--- config.mk ---
export PLATFORM = sky130hd
export DESIGN_NAME = bram_arbiter
export DESIGN_NICKNAME = d
export VERILOG_FILES = /design/src/rtl/bram_arbiter.sv
export SDC_FILE = /design/constraint.sdc
export NUM_CORES = 1
export LEC_CHECK = 0
export CAP_MARGIN = 20
export CORE_AREA = 2 2 117 119
export DETAILED_ROUTE_END_ITERATION = 8
export DIE_AREA = 0 0 119 121
export DONT_BUFFER_PORTS = 1
export GPL_TIMING_DRIVEN = 0
export HOLD_SLACK_MARGIN = 0.06
export PLACE_DENSITY_LB_ADDON = 0.1
export SLEW_MARGIN = 25
export SYNTH_ARGS = -nofsm -noshare
export SYNTH_HDL_FRONTEND = slang
export SYNTH_SLANG_ARGS = --single-unit
--- constraint.sdc ---
create_clock -name clk -period 2.2 [get_ports clk]
set_input_delay 0.44 -clock clk [delete_from_list [all_inputs] [get_ports clk]]
set_output_delay 0.44 -clock clk [all_outputs]
set_load 0.02 [all_outputs]
--- src/rtl/bram_arbiter.sv ---
// bram_arbiter: shares the single-port data block RAM between the core memory
// stage (port C, priority) and the program/data loader (port L).
// Optional feature: define ARB_STARVE_GUARD_EN to add the loader wait counter
// and forced grant after MAX_WAIT cycles. Default build uses strict C priority.
module bram_arbiter #(
   parameter int unsigned ADDR_W   = 32,
   parameter int unsigned DATA_W   = 32,
   parameter int unsigned MAX_WAIT = 8
) (
   input  logic              clk,
   input  logic              rst,
   // core memory stage
   input  logic              c_req,
   input  logic              c_we,
   input  logic [ADDR_W-1:0] c_addr,
   input  logic [DATA_W-1:0] c_wdata,
   output logic              c_stall,
   output logic              c_rvalid,
   output logic [DATA_W-1:0] c_rdata,
   // loader
   input  logic              l_req,
   input  logic              l_we,
   input  logic [ADDR_W-1:0] l_addr,
   input  logic [DATA_W-1:0] l_wdata,
   output logic              l_gnt,
   output logic              l_rvalid,
   output logic [DATA_W-1:0] l_rdata,
   // block RAM
   output logic              ram_en,
   output logic              ram_we,
   output logic [ADDR_W-1:0] ram_addr,
   output logic [DATA_W-1:0] ram_di,
   input  logic [DATA_W-1:0] ram_dout
);

   typedef enum logic [1:0] {
      OWN_NONE = 2'd0,
      OWN_C    = 2'd1,
      OWN_L    = 2'd2
   } owner_t;

   owner_t rd_owner;
   logic   grant_c;
   logic   grant_l;
   logic   force_grant;

`ifdef ARB_STARVE_GUARD_EN
   localparam int unsigned CNT_W = 8;

   logic [CNT_W-1:0] wait_cnt;

   // Count cycles the loader has been kept waiting, saturating at MAX_WAIT.
   always_ff @(posedge clk) begin
      if (rst) begin
         wait_cnt <= '0;
      end else if (!l_req || grant_l) begin
         wait_cnt <= '0;
      end else if (wait_cnt < CNT_W'(MAX_WAIT)) begin
         wait_cnt <= wait_cnt + CNT_W'(1);
      end
   end

   assign force_grant = l_req && (wait_cnt == CNT_W'(MAX_WAIT));
`else
   assign force_grant = 1'b0;
`endif

   // Per-cycle arbitration: forced loader grant, then core, then loader.
   always_comb begin
      grant_c = 1'b0;
      grant_l = 1'b0;
      if (force_grant) begin
         grant_l = 1'b1;
      end else if (c_req) begin
         grant_c = 1'b1;
      end else if (l_req) begin
         grant_l = 1'b1;
      end
   end

   assign c_stall = c_req && !grant_c;
   assign l_gnt   = grant_l;

   // Route the winner's access to the RAM; idle bus is driven to zero.
   always_comb begin
      ram_en   = 1'b0;
      ram_we   = 1'b0;
      ram_addr = '0;
      ram_di   = '0;
      if (grant_c) begin
         ram_en   = 1'b1;
         ram_we   = c_we;
         ram_addr = c_addr;
         ram_di   = c_wdata;
      end else if (grant_l) begin
         ram_en   = 1'b1;
         ram_we   = l_we;
         ram_addr = l_addr;
         ram_di   = l_wdata;
      end
   end

   // Remember who owns the read data returning from the RAM next cycle.
   always_ff @(posedge clk) begin
      if (rst) begin
         rd_owner <= OWN_NONE;
      end else if (grant_c && !c_we) begin
         rd_owner <= OWN_C;
      end else if (grant_l && !l_we) begin
         rd_owner <= OWN_L;
      end else begin
         rd_owner <= OWN_NONE;
      end
   end

   // Read data is shared; the valid flags (masked during reset) qualify it.
   assign c_rvalid = (rd_owner == OWN_C) && !rst;
   assign l_rvalid = (rd_owner == OWN_L) && !rst;
   assign c_rdata  = ram_dout;
   assign l_rdata  = ram_dout;

endmodule

* Word-level counts from Yosys, hierarchy flattened *
Cells that the tools add are included.

word-level totals
  flip-flop bits (word level) = 2
  bits of input ports = 166
  output and inout bits = 134
  logic and storage cells = 27

operators by class
  eq/ne operators = 2
  multiplexer cells = 13
  reduce and logical (&&, ||, !) cells = 10

operators by type and width
  cell                                                                    count
  32-bit two-way mux                                                      4
  1-bit two-way mux                                                       8
  1-bit logical AND                                                       5
  1-bit zero test                                                         4
  2-bit by 1-bit equality test with 1-bit output (second input constant)  1
  2-bit equality test (second input constant)                             1
  2-bit two-way mux                                                       1
  2-bit OR reduction                                                      1

* Depth between registers and ports, before layout *
  depth in word-level cells = 5
  depth in mapped cells = 5
  gate-level depth less buffers = 2

* Worst setup path before layout *
OpenSTA, ideal clock, no wires.

  path kind = input -> output
  start = in c_req
  end = out ram_addr[19]
  arrival time = 1.211 ns
  required time = 1.760 ns
  setup slack = 0.549 ns
  stages on the path = 4
  path through = buf_4 -> nor2b_4 -> buf_2 -> a22o_1

on the way
  longest elaborated chain between the ends = 3
  elaborated cells between the ends (all ways) = 4

ends and longest elaborated chain
  what                line  text
  start: declaration  13    input logic c_req,
  1-bit two-way mux   74    end else if (c_req) begin
  via l_gnt           25    output logic l_gnt,
  32-bit two-way mux  95    end else if (grant_l) begin
  32-bit two-way mux  90    if (grant_c) begin
  end: declaration    31    output logic [ADDR_W-1:0] ram_addr,

The timed path passes the listed nets, and every way through them passes these cells.

* Worst setup path in the final report *
  start = in c_req
  end = out ram_addr[26]

Same word-level chain as after synthesis.

==> results by group <==
Hold path
  • Worst Hold Class: in -> reg

Finish
  • Nets: around 330
  • Max reg flops: 2
  • Layout Cells excl Fill: 333
  • Largest Register: rd_owner
  • P&R area growth vs syn: 23.2%
  • Layout cells sized above 1: 0.522
  • Regs by FF count: rd_owner x2
  • # diodes: 0

STA
  • Fmax: 547 MHz
  • Final Max Tran Viols: 0
  • Measured slew at the worst slew-check pin: 0.820 ns
  • Rel. slew slack: 0.452
  • Final worst path period need: 1.83 ns
  • Hold Fails Final Rpt: 0
  • Setup-failing EPs final: 0
  • Final period util: 0.831
  • RSZ-0062 raised after global routing: false
  • Post-Route Setup TNS: 0 ns

Power
  • Clock Power Share: 0.347
  • Switch Pwr: 0.342 mW
  • P_int: approximately 0.44 mW
  • Sw Share: 0.439
  • Combinational share of power: 0.604
  • Flop pwr share: 0.049
  • Pwr dens: ~500 nW/um^2
  • Highest ir drop seen on vdd: about 0.12 mV
  • Static Leak: 0.692 nW

Die
  • Die width: 119 um
  • Starting density of the core: 0.0972
  • I/O pin count: 300
  • Die height: 121 um
  • Row cnt: 42
  • Die area: approximately 14000 um^2
  • Area of the core: 13100 um^2

Setup path
  • CP max FO: 10
  • Startpoint Class: input port
  • Required time worst endpoint: 1.76 ns
  • Max stage delay on crit path: 0.34 ns
  • Worst-path cell chain: buf_4, nor2b_4, buf_2, a22o_1
  • Worst path buffer plus inverter count: 2
  • Slowest-stage cell, CP: buf_2
  • Worst Path Arrival: 1.39 ns
  • CP delay by family, top: buffers and inverters
  • CP Capture Type: primary output
  • Crit Path Class: in -> out

CTS
  • Hold Buf Count CTS: 0
  • TritonCTS Buffers: 3
  • H-tree Lvls: 1
  • Clk buf depth: 2
  • Post-CTS sizing: 0
  • Postcts setup bufs: 0
  • Clock slew at reported path FFs: 0.03 ns
  • Clk sinks: 2
  • Root Buffer: clkbuf_16
  • CTS tree: built

Logic synthesis
  • Synth Warn #: 0
  • Post-synthesis cell count: 154
  • Post-Syn Area per Cell: 8.25 um^2
  • Post-synthesis sequential area ratio: 0.0315
  • Synth Cell Area: 1270 um^2
  • Synthesized flop and latch total: 2
  • Unique masters post-synth: 10
  • Net Count, Synth: 320

Route
  • DRC Markers: 0
  • 1st-iter DRT viols: 27
  • Routed wire per std cell: 16.3 um
  • WL final: between 5000 and 6000 um
  • Final ANT Viol Nets: 0
  • Total number of vias: 1246
  • Drt via density: 3.74
  • Router iterations before antenna repair: 4

Placement
  • I/O Buffers: 0
  • Post-DP HPWL: 4780 um
  • Placer Congestion: 0.695
  • Placed insts: 330

Global routing
  • Largest net degree at the start of global routing: 11
  • First-pass GRT wire length: 6510 um
  • GRT Total Usage: 0.0615
  • Initial antenna violation count: 0
  • Vias in the first global route: 1089
  • Total grt overflow: 0

Flow run
  • Max cap viols: 0

Outcome
  • Outcome: completed
metrics by stage:
stage / hold slack [ns] / instance area [um^2] / worst slack [ns] / power [mW] / utilization
global placement: 0.523 / 1490 / 0.357 / 0.523 / 0.114
finish: 0.296 / 1570 / 0.373 / 0.779 / 0.120
floorplan: 0.515 / 1270 / 0.549 / 0.473 / -
global route: 0.293 / 1570 / 0.285 / 0.807 / 0.120
detailed placement: 0.520 / 1490 / 0.320 / 0.515 / 0.114
CTS: 0.293 / 1570 / 0.319 / 0.792 / 0.120
power groups by stage:
stage / registers [mW] / clock network, mW / logic (mW)
after floorplan: 0.0386 / 0 / 0.434
after global placement: 0.0388 / 0 / 0.484
after detailed placement: 0.0388 / 0 / 0.477
after CTS: 0.0384 / 0.276 / 0.478
after global routing: 0.0386 / 0.278 / 0.491
final: 0.0384 / 0.270 / 0.470
per-layer routing:
metal / vias to the layer above / part of all wire / global-route usage
met4: 0 / 0.0037 / 0.0112
met2: 173 / 0.55 / 0.127
li1: 522 / - / -
met1: 549 / 0.33 / 0.0629
met5: - / 0 / 0
met3: 2 / 0.11 / 0.0132
path summary, 6_finish.rpt:
path  slack, ns  depth (start not counted)  startpoint            to
max        0.37                          4       c_req  ram_addr[26]
min        0.30                          1         rst   rd_owner[1]
cell type report:
cell class                 instances  area, um^2
fill                            1518       11500
multi-input combinational         72         623
clock buffer                       3        75.1
buffer                            80         608
tap                              176         220
sequential                         2        40.0
cells in the final DEF (no fill, tap or decap):
cell and count:
a22o_1 65, conb_1 1, nor3b_1 4, clkbuf_16 3, or2_2 1, buf_4 67, nor2b_4 1, clkbuf_1 3
buf_6 7, dfxtp_1 2, buf_2 3
cells by family after synthesis:
family / after synthesis / synth area share
buf+inv: 80 / 0.478
compound gates: 65 / 0.448
simple gates: 6 / 0.0394
flops: 2 / 0.0315
other cells: 1 / 0.00295
synth_stat cells (all sizes together):
master  count  area [um^2]
a22o       65          569
buf        77          597
clkbuf      3         11.3
conb        1         3.75
dfxtp       2         40.0
nor2b       1         13.8
nor3b       4         30.0
or2         1         6.26
Note: power is estimated with default switching activity, not from simulation.
